[src/rtl/mfb_len_pkg.sv]
// Shared types and helpers for the MFB frame length meter.
//   WORD_ITEMS : default items per MFB word (8 blocks x 8 items)
//   len_rec_t  : per-frame record {len, ovf, meta}, sized for the widest
//                supported configuration (LEN_WIDTH, META_WIDTH < 32)
//   sat_add    : add two lengths, clamp to 2^width-1, flag the clamp
package mfb_len_pkg;

  localparam int DEF_REGION_SIZE = 8;
  localparam int DEF_BLOCK_SIZE  = 8;
  localparam int WORD_ITEMS      = DEF_REGION_SIZE * DEF_BLOCK_SIZE;

  localparam int LEN_MAX  = 32;
  localparam int META_MAX = 32;

  typedef struct packed {
    logic [LEN_MAX-1:0]  len;
    logic                ovf;
    logic [META_MAX-1:0] meta;
  } len_rec_t;

  // Returns {ovf, value}; value is clamped to the all-ones pattern of width bits.
  function automatic logic [LEN_MAX:0] sat_add(input logic [LEN_MAX-1:0] a,
                                               input logic [LEN_MAX-1:0] b,
                                               input int width);
    logic [LEN_MAX:0] sum;
    logic [LEN_MAX:0] lim;
    sum = {1'b0, a} + {1'b0, b};
    lim = ~({(LEN_MAX+1){1'b1}} << width);
    if (sum > lim) return {1'b1, lim[LEN_MAX-1:0]};
    else           return {1'b0, sum[LEN_MAX-1:0]};
  endfunction

endpackage

[src/rtl/mfb_len_acc.sv]
// Per-frame length accumulator.
// Tracks in_frame / acc / sticky ovf / SOF metadata across accepted MFB words
// and presents the record of the frame ending in the current word.
//   clk, rst_n      : clock, async active-low reset
//   xfer            : current RX word is being accepted
//   sof, eof        : frame start / end flags of the current word
//   sof_pos,eof_pos : start block / last item of the current word
//   meta            : metadata of the current word (valid with sof)
//   emit            : current word closes a frame (record in rec)
//   rec             : length record, combinational from state + inputs
module mfb_len_acc
  import mfb_len_pkg::*;
#(
  parameter int REGION_SIZE = DEF_REGION_SIZE,
  parameter int BLOCK_SIZE  = DEF_BLOCK_SIZE,
  parameter int W           = WORD_ITEMS,
  parameter int META_WIDTH  = 8,
  parameter int LEN_WIDTH   = 16
) (
  input  logic                                  clk,
  input  logic                                  rst_n,
  input  logic                                  xfer,
  input  logic                                  sof,
  input  logic                                  eof,
  input  logic [$clog2(REGION_SIZE)-1:0]        sof_pos,
  input  logic [$clog2(REGION_SIZE*BLOCK_SIZE)-1:0] eof_pos,
  input  logic [META_WIDTH-1:0]                 meta,
  output logic                                  emit,
  output len_rec_t                              rec
);

  logic                  in_frame;
  logic                  ovf_q;
  logic [LEN_WIDTH-1:0]  acc;
  logic [META_WIDTH-1:0] meta_q;

  logic [LEN_MAX-1:0] sof_off, eof_n;
  logic [LEN_MAX:0]   start_s, cont_s, fin_s, single_s;

  assign sof_off  = LEN_MAX'(sof_pos) * LEN_MAX'(BLOCK_SIZE);
  assign eof_n    = LEN_MAX'(eof_pos) + 1;
  assign start_s  = sat_add(LEN_MAX'(W) - sof_off, '0, LEN_WIDTH);
  assign cont_s   = sat_add(LEN_MAX'(acc), LEN_MAX'(W), LEN_WIDTH);
  assign fin_s    = sat_add(LEN_MAX'(acc), eof_n, LEN_WIDTH);
  assign single_s = sat_add(eof_n - sof_off, '0, LEN_WIDTH);

  // An EOF outside a frame only counts when the same word also opens it.
  assign emit = eof & (in_frame | sof);

  // When in_frame, any EOF closes the old frame first, so the record comes
  // from the accumulator even if a new SOF shares the word.
  always_comb begin
    rec = '0;
    if (in_frame) begin
      rec.len  = fin_s[LEN_MAX-1:0];
      rec.ovf  = ovf_q | fin_s[LEN_MAX];
      rec.meta = META_MAX'(meta_q);
    end else begin
      rec.len  = single_s[LEN_MAX-1:0];
      rec.ovf  = single_s[LEN_MAX];
      rec.meta = META_MAX'(meta);
    end
  end

  // A SOF (re)opens a frame unless it is a complete single-word frame.
  // A SOF without EOF while in_frame silently restarts the frame.
  always_ff @(posedge clk or negedge rst_n) begin
    if (!rst_n) begin
      in_frame <= 1'b0;
      ovf_q    <= 1'b0;
      acc      <= '0;
      meta_q   <= '0;
    end else if (xfer) begin
      if (sof && (!eof || in_frame)) begin
        in_frame <= 1'b1;
        acc      <= start_s[LEN_WIDTH-1:0];
        ovf_q    <= start_s[LEN_MAX];
        meta_q   <= meta;
      end else if (eof) begin
        in_frame <= 1'b0;
      end else if (in_frame) begin
        acc      <= cont_s[LEN_WIDTH-1:0];
        ovf_q    <= ovf_q | cont_s[LEN_MAX];
      end
    end
  end

  wire unused_hi = ^{start_s[LEN_MAX-1:LEN_WIDTH], cont_s[LEN_MAX-1:LEN_WIDTH]};

endmodule

[src/rtl/mfb_frame_len_meter.sv]
// Single-region MFB register stage with per-frame length measurement.
// RX is copied to TX with one cycle of latency; each frame end produces one
// record on the LEN side interface, valid in the same cycle as the TX EOF word.
//   CLK, RESET_N       : clock, async active-low reset
//   RX_*               : MFB input (DATA, META, SOF_POS, EOF_POS, SOF, EOF, SRC_RDY/DST_RDY)
//   TX_*               : registered copy of RX
//   LEN_DATA/META/OVF  : frame length in items, SOF metadata, saturation flag
//   LEN_SRC/DST_RDY    : record handshake
module mfb_frame_len_meter
  import mfb_len_pkg::*;
#(
  parameter int REGION_SIZE = DEF_REGION_SIZE,
  parameter int BLOCK_SIZE  = DEF_BLOCK_SIZE,
  parameter int ITEM_WIDTH  = 8,
  parameter int META_WIDTH  = 8,
  parameter int LEN_WIDTH   = 16
) (
  input  logic                                          CLK,
  input  logic                                          RESET_N,

  input  logic [REGION_SIZE*BLOCK_SIZE*ITEM_WIDTH-1:0]  RX_DATA,
  input  logic [META_WIDTH-1:0]                         RX_META,
  input  logic [$clog2(REGION_SIZE)-1:0]                RX_SOF_POS,
  input  logic [$clog2(REGION_SIZE*BLOCK_SIZE)-1:0]     RX_EOF_POS,
  input  logic                                          RX_SOF,
  input  logic                                          RX_EOF,
  input  logic                                          RX_SRC_RDY,
  output logic                                          RX_DST_RDY,

  output logic [REGION_SIZE*BLOCK_SIZE*ITEM_WIDTH-1:0]  TX_DATA,
  output logic [META_WIDTH-1:0]                         TX_META,
  output logic [$clog2(REGION_SIZE)-1:0]                TX_SOF_POS,
  output logic [$clog2(REGION_SIZE*BLOCK_SIZE)-1:0]     TX_EOF_POS,
  output logic                                          TX_SOF,
  output logic                                          TX_EOF,
  output logic                                          TX_SRC_RDY,
  input  logic                                          TX_DST_RDY,

  output logic [LEN_WIDTH-1:0]                          LEN_DATA,
  output logic [META_WIDTH-1:0]                         LEN_META,
  output logic                                          LEN_OVF,
  output logic                                          LEN_SRC_RDY,
  input  logic                                          LEN_DST_RDY
);

  logic     xfer;
  logic     emit;
  len_rec_t rec;

  // Accept only when both output registers can take a word; they then drain
  // independently.
  assign RX_DST_RDY = (!TX_SRC_RDY | TX_DST_RDY) & (!LEN_SRC_RDY | LEN_DST_RDY);
  assign xfer       = RX_SRC_RDY & RX_DST_RDY;

  mfb_len_acc #(
    .REGION_SIZE (REGION_SIZE),
    .BLOCK_SIZE  (BLOCK_SIZE),
    .W           (REGION_SIZE * BLOCK_SIZE),
    .META_WIDTH  (META_WIDTH),
    .LEN_WIDTH   (LEN_WIDTH)
  ) u_acc (
    .clk     (CLK),
    .rst_n   (RESET_N),
    .xfer    (xfer),
    .sof     (RX_SOF),
    .eof     (RX_EOF),
    .sof_pos (RX_SOF_POS),
    .eof_pos (RX_EOF_POS),
    .meta    (RX_META),
    .emit    (emit),
    .rec     (rec)
  );

  always_ff @(posedge CLK or negedge RESET_N) begin
    if (!RESET_N) begin
      TX_DATA     <= '0;
      TX_META     <= '0;
      TX_SOF_POS  <= '0;
      TX_EOF_POS  <= '0;
      TX_SOF      <= 1'b0;
      TX_EOF      <= 1'b0;
      TX_SRC_RDY  <= 1'b0;
      LEN_DATA    <= '0;
      LEN_META    <= '0;
      LEN_OVF     <= 1'b0;
      LEN_SRC_RDY <= 1'b0;
    end else begin
      if (xfer) begin
        TX_DATA    <= RX_DATA;
        TX_META    <= RX_META;
        TX_SOF_POS <= RX_SOF_POS;
        TX_EOF_POS <= RX_EOF_POS;
        TX_SOF     <= RX_SOF;
        TX_EOF     <= RX_EOF;
        TX_SRC_RDY <= 1'b1;
      end else if (TX_DST_RDY) begin
        TX_SRC_RDY <= 1'b0;
      end

      // xfer without emit implies LEN had room, so the old record is gone.
      if (xfer && emit) begin
        LEN_DATA    <= rec.len[LEN_WIDTH-1:0];
        LEN_META    <= rec.meta[META_WIDTH-1:0];
        LEN_OVF     <= rec.ovf;
        LEN_SRC_RDY <= 1'b1;
      end else if (LEN_DST_RDY) begin
        LEN_SRC_RDY <= 1'b0;
      end
    end
  end

  wire unused_rec = ^{rec.len[LEN_MAX-1:LEN_WIDTH], rec.meta[META_MAX-1:META_WIDTH]};

endmodule

[config.mk]
export PLATFORM = sky130hd
export DESIGN_NAME = mfb_frame_len_meter
export DESIGN_NICKNAME = d
export VERILOG_FILES = /design/src/rtl/mfb_len_pkg.sv /design/src/rtl/mfb_len_acc.sv /design/src/rtl/mfb_frame_len_meter.sv
export SDC_FILE = /design/constraint.sdc
export NUM_CORES = 1
export LEC_CHECK = 0
export CAP_MARGIN = 15
export CORE_AREA = 2 2 425 427
export CTS_BUF_LIST = sky130_fd_sc_hd__clkbuf_8
export CTS_CLUSTER_DIAMETER = 150
export DETAILED_ROUTE_END_ITERATION = 10
export DIE_AREA = 0 0 427 429
export MAX_ROUTING_LAYER = met4
export PLACE_DENSITY = 0.4
export SETUP_SLACK_MARGIN = 0.1
export SKIP_CTS_REPAIR_TIMING = 1
export SLEW_MARGIN = 15
export SYNTH_ARGS = -nofsm -noshare
export SYNTH_HDL_FRONTEND = slang
export SYNTH_SLANG_ARGS = --single-unit
[constraint.sdc]
create_clock -name CLK -period 3.5 [get_ports CLK]
set_clock_uncertainty 0.15 [all_clocks]
set_input_delay 0.525 -clock CLK [delete_from_list [all_inputs] [get_ports CLK]]
set_output_delay 0.525 -clock CLK [all_outputs]
set_load 0.005 [all_outputs]
==> impl_results.md, run 1 <==
* Status: finished, final reports clean
* Clock Tree Root: clkbuf_8
* Gr usage total at 13.6%
* VDD IR max at 0.311 mV
* Max Fclk at 0.360 GHz
* Antenna Nets Post-Route at 0
* Slew at the pin closest to its max-slew limit at 1.17 ns
* Synth Flop Type: dfrtp_1
* Top cells by area, synth: dfrtp_1, nand2_1, clkbuf_1, ha_1, o21ai_0
* Hold EP: TX_DATA[505]
* Critical path launch point type: register
* Die height at 429 µm
* TritonCTS buffer count at 117
* WL met2 at 59700 µm
* Worst reg2reg path depth at 6
* Die width at 427 µm
* Largest net degree at the start of global routing at 175
* Synth top cells by count: nand2_1, dfrtp_1, clkbuf_1
* PwrDens at 554 mW/mm²
* Highest Signal Layer: met4
* # nets final at 4524
* Initial core utilization at 12.8%
* Seq cells post-synth at 582
* Final Hold Vio Count at 0
* Reg-to-reg critical path endpoint: u_acc.acc[4]
* Vias at 22500
* Layout cells sized above 1 at 6.84%
* Post-synthesis cell type count at 55
* Htree depth at 3
* Maxcap violations at 0
* M1 wire length at 52800 µm
* FP Rows at 155
* Post-DP HPWL at 95900 µm
* Worst Hold Launch: RX_DATA[505]
* Hold Path Stages at 3
* IO Count at 1095
* Post-synth EDFFs at 0
* Cell taking the most area after synthesis: dfrtp_1
* Latest clock arrival within the worst-skew pair at 0.86 ns
* Synth Area in Compound Gates at 2.96%
* Synth Area in Adders at 1.09%
* CTS sink cnt at 582
* Leakage at 19.6 nW
* CTS tree: built
* Post-Syn Area at 0.0229 mm²
* Cells after synthesis at 2573
* Yosys warns at 0
* First-pass GRT wire length at 173000 µm
* 1st-pass router iterations at 5
* Unrepaired setup endpoints after global routing: no
* Top cell type's share of synthesized area at 63.7%
* Critical path fanouts, max at 4
* Final worst path period share at 79.3%
* Most numerous cell in the Yosys netlist: nand2_1
* Synth Area per Inst at 8.88 µm²
* Largest family of logic cells by synthesized area: simple AND/OR/NAND/NOR gates
* Grt ovf at 0
* Hold crit path type: input pin to register
* Core ar. at 0.178 mm²
* R2R setup slack at 0.80 ns
* # DRC at 0
* Vias in the first global route at 22000
* Gpl congestion at 0.921
* Ys async rst share at 100%
* Die ar. at 0.183 mm²
* Via-per-instance ratio at 3.50
* DR WL/cell at 19.5 µm
* Initial drt markers at 1385
* Initial antenna violation count at 31
* Slew Limit Fails at 0
* Critical path capture point type: primary output
* Post-synthesis xor/xnor area fraction at 0.690%
* Register area share after synthesis at 63.7%
* Post-synthesis mux area share at 0.788%
* CP Data Required Time at 2.82 ns
* Fin cells at 6433
* Area Overhead vs Synth at 84.2%
* Syn_nets at 3127
* Relative slew slack at 21.9%
* CTS Buffer Depth at 3
* Kind of critical path: register to primary output
* Total Wirelength at 126000 µm
* Met3 WL at 9660 µm
* Port-buffer cells at 1094
* Post-layout total power at 23.3 mW
* Final setup fails at 0
* Critical path origin: LEN_SRC_RDY
* Crit path time final at 2.78 ns
* WP data arrival at 2.10 ns
* Crit Reg-Reg Startpoint: u_acc.acc[8]
* CTS clk-pin slew, worst paths at 0.06 ns
* Placed cells at 5965
* Simple-Gate Fraction of Synth Area at 28.2%
-- state kept, by name (all words and copies together), names as in the netlist --
name,flops
TX_DATA,512
TX_META,8
LEN_DATA,16
TX_EOF,1
LEN_SRC_RDY,1
u_acc.ovf_q,1
u_acc.acc,14
u_acc.meta_q,8
TX_SOF_POS,3
TX_EOF_POS,6
TX_SRC_RDY,1
LEN_OVF,1
u_acc.in_frame,1
TX_SOF,1
LEN_META,8
-- worst max-delay path by stage --
stage	slack [ns]	end	depth (start not counted)
floorplan	0.45	LEN_DATA[0]	11
global route	0.56	RX_DST_RDY	3
CTS	0.54	RX_DST_RDY	3
detailed placement	-0.11	LEN_DATA[1]	12
finish	0.72	RX_DST_RDY	3
global placement	-0.08	LEN_DATA[0]	12
-- critical path, stage by stage, from the launching register on --
cell             delay (ns)
dfrtp_1                0.37
nand2b_1               0.20
and2_1                 0.17
clkdlybuf4s50_1        0.50
-- cell families after synthesis --
family / Yosys count
and+or+nand+nor: 1679
AOI/OAI and AO/OA: 107
xor gates and xnor gates: 18
buffers and inverters: 151
adders and majority gates: 19
muxes: 17
DFF: 582
-- metal layers --
| metal | GRT usage (%) | vias to the layer above |
|---|---|---|
| li1 | - | 10800 |
| met1 | 16.4 | 10800 |
| met2 | 21.2 | 793 |
| met3 | 4.19 | 195 |
| met4 | 5.14 | 0 |
| met5 | - | - |
-- cells in the final DEF, fill, tap and decap left out, types with 5 or more instances in the layout --
cell type and n:
o21a_1 5, nand3_1 9, mux2_2 8, buf_12 24
mux2i_1 9, buf_4 56, a21oi_1 25, clkinv_2 10
bufinv_16 5, clkbuf_8 147, nor3_1 5, dfrtp_1 582
clkdlybuf4s50_1 1093, nor2_1 17, o21ai_0 36, nand2_1 1614
xnor2_1 13, clkinvlp_4 5, inv_1 55, dlygate4sd3_1 241
diode_2 13, ha_1 16, xor2_1 5, o22ai_1 11
-- layout make-up --
type	instances	area [µm²]
repair buffers	1415	14300
clock buffers	147	2020
clock inverters	67	480
multi-input cells	1840	7730
well taps	2355	2950
flip-flops and latches	582	14600
diodes	13	32.5
inverters	14	52.6
fillers	19500	136000
-- where the power goes --
| group | switching, mW | internal, mW | leakage (nW) | total, mW |
|---|---|---|---|---|
| Combinational | 2.99 | 3.68 | 11.0 | 6.67 |
| Sequential | 0.871 | 8.06 | 7.16 | 8.94 |
| Clock | 3.53 | 4.17 | 1.43 | 7.70 |
| Total | 7.40 | 15.9 | 19.6 | 23.3 |
-- per-stage QoR --
step	hold slack (ns)	cell area (µm²)	utilization [%]	setup TNS, ns	worst slack (ns)
finish	0.0338	42100	23.6	0	0.724
global route	-0.0000286	42100	23.6	0	0.562
CTS	-0.647	39700	22.3	0	0.540
detailed placement	0.311	37100	20.9	-0.652	-0.110
global placement	0.306	37100	20.9	-0.499	-0.0791
floorplan	0.0794	22900	-	0	0.455
No activity file was read; power rests on OpenSTA's default activity.
==> run 2, diff against run 1 <==
- CORE_AREA: 2 2 425 427 -> 2 2 421 423
- DIE_AREA: 0 0 427 429 -> 0 0 423 425
- PLACE_DENSITY: 0.4 -> 0.42
- clock period: 3.5 -> 2.4 ns (I/O delays scaled with it)
==> run 2 against run 1 <==
Worst hold slack worse by 0.0017 ns; register-to-register slack worse by 0.71 ns; critical path depth grew 5; wire length rose by 0.39%; clock-buffer cell count decreased by 3; total power rose by 46%; sequential power increased by 44%.
==> impl_results.md, run 2 (synthesis gave the netlist of run 1 again) <==
* Port-buffer cells at 1094 (unchanged)
* Area Overhead vs Synth at 108%
* Via-per-instance ratio at 3.53 (+0.89%)
* VDD IR max at 0.382 mV (+23%)
* Largest regs: TX_DATA x512, LEN_DATA x16, u_acc.acc x14
* Final Hold Vio Count at 0 (unchanged)
* Grt ovf at 0 (unchanged)
* Slack of the critical path at 0.0877 ns (-0.637 ns)
* Commonest non-fill, non-tap cells in the layout: nand2_1, dfrtp_1, dlymetal6s2s_1
* First-pass GRT wire length at 171000 µm (-0.91%)
* Htree depth at 3 (unchanged)
* Clock Tree Root: clkbuf_8
* Commonest non-fill, non-tap cell in the layout: nand2_1
* Fillcell total at 18800 (-3.5%)
* Kind of critical path: register to register
* Vias at 24000 (+6.8%)
* Die ar. at 0.180 mm² (-1.9%)
* Latest clock arrival within the worst-skew pair at 0.86 ns (about the same)
* Post-DP HPWL at 97500 µm (+1.6%)
* Largest net degree at the start of global routing at 64 (-63%)
* Post-layout util at 27.2% (+3.5 points)
* Gpl congestion at 0.869 (-5.6%)
* Critical path capture point type: register
* Maxcap violations at 0 (unchanged)
* # nets final at 4920 (+8.8%)
* TritonCTS buffer count at 116 (-0.85%)
* 1st-pass router iterations at 5 (unchanged)
* Initial drt markers at 1111 (-20%)
* Dpl ws at -0.948 ns (-0.838 ns)
* Reg with most FFs: TX_DATA
* Total Wirelength at 126000 µm (+0.39%)
* WP data arrival at 2.88 ns (+0.78 ns)
* CTS sink cnt at 582 (unchanged)
* CTS tree: built
* PwrDens at 716 mW/mm² (+29%)
* CTS Buffer Depth at 3 (unchanged)
* Setup_tns at 0 ns (unchanged)
* Max Fclk at 0.432 GHz
* Core ar. at 0.175 mm² (-1.5%)
* CTS clk-pin slew, worst paths at 0.06 ns (about the same)
* # DRC at 0 (unchanged)
* Post-layout total power at 34.1 mW (+46%)
* Critical path fanouts, max at 7 (+3)
* Layout cells sized above 1 at 10.6% (+3.8 points)
* Initial core utilization at 13.0% (+0.20 points)
* Final setup fails at 0 (unchanged)
* Antenna Nets Post-Route at 0 (unchanged)
* Unrepaired setup endpoints after global routing: yes
* Die width at 423 µm (-0.94%)
* Leakage at 27.8 nW (+42%)
* CP Data Required Time at 2.97 ns (+0.15 ns)
* Vias in the first global route at 22800 (+3.5%)
* Status: finished, final reports clean
* Max reg flops at 512 (unchanged)
* Initial antenna violation count at 19 (-39%)
* Crit path time final at 2.31 ns
* Die height at 425 µm (-0.93%)
* IO Count at 1095 (unchanged)
* Final worst path period share at 96.3%
* Slew at the pin closest to its max-slew limit at 0.719 ns (-0.453 ns)
* Hold crit path type: input pin to register
* Critical path launch point type: register
* Slew Limit Fails at 0 (unchanged)
* FP Rows at 154 (-0.65%)
* DR WL/cell at 18.5 µm (-5.2%)
* Relative slew slack at 51.9% (+30 points)
* Gr usage total at 13.6% (-0.030 points)
* Fin Hold WS at 0.0321 ns (-0.00173 ns)
-- run 2: cell types whose count changed in the layout (fill, tap and decap cells not counted), sizes merged --
cell / delta
clkdlybuf4s50: -559
dlymetal6s2s: +558
dlygate4sd3: +266
buf: +132
clkinv: +8
inv: -7
clkbuf: -3
clkinvlp: -2
bufinv: -1
-- run 2: final timing paths --
| kind | end | start | cells after the start | slack (ns) |
|---|---|---|---|---|
| min in group asynchronous | TX_META[6] | RESET_N | 3 | 0.10 |
| max | LEN_DATA[0] | u_acc.acc[2] | 8 | 0.09 |
| min reg2reg | TX_DATA[181] | TX_DATA[181] | 2 | 0.31 |
| max in group asynchronous | TX_DATA[107] | RESET_N | 5 | 0.26 |
| max reg2reg | LEN_DATA[0] | u_acc.acc[2] | 8 | 0.09 |
| min | TX_DATA[118] | RX_DATA[118] | 3 | 0.03 |
-- run 2: power by group --
part / internal (mW) / switching, mW
registers: 11.8 / 1.16
clock network: 5.85 / 4.93
logic: 5.68 / 4.72
total: 23.3 / 10.8
-- run 2: through the flow --
stage,instances,cell area (µm²)
final,6810,47600
after global routing,6808,47600
after CTS,6268,40700
after detailed placement,6059,38200
after global placement,6059,38200
after floorplan,2573,23000
-- run 2: critical path, stage by stage (launching register included) --
cell,delay [ns]
dfrtp_1,0.40
ha_2,0.21
fa_2,0.42
a211oi_4,0.26
o21ba_4,0.21
o31ai_4,0.07
or2_4,0.30
o22ai_2,0.13
a21oi_1,0.06
-- run 2: area by class of cell --
type                    count  area, µm²  area share, %
well taps                2340       2930           6.15
clock inverters            65        439          0.922
diodes                     13       32.5         0.0683
flip-flops and latches    582      14600           30.6
inverters                  14       52.6          0.110
clock buffers             144       1980           4.16
multi-input cells        1840       8130           17.1
repair buffers           1812      19500           40.9
-- run 2: layer usage --
metal	global-route usage, %	routed length [µm]	vias to the layer above
li1	-	-	11600
met4	4.65	3520	0
met2	21.8	62000	711
met5	-	0	-
met3	5.40	10500	187
met1	15.4	50100	11600
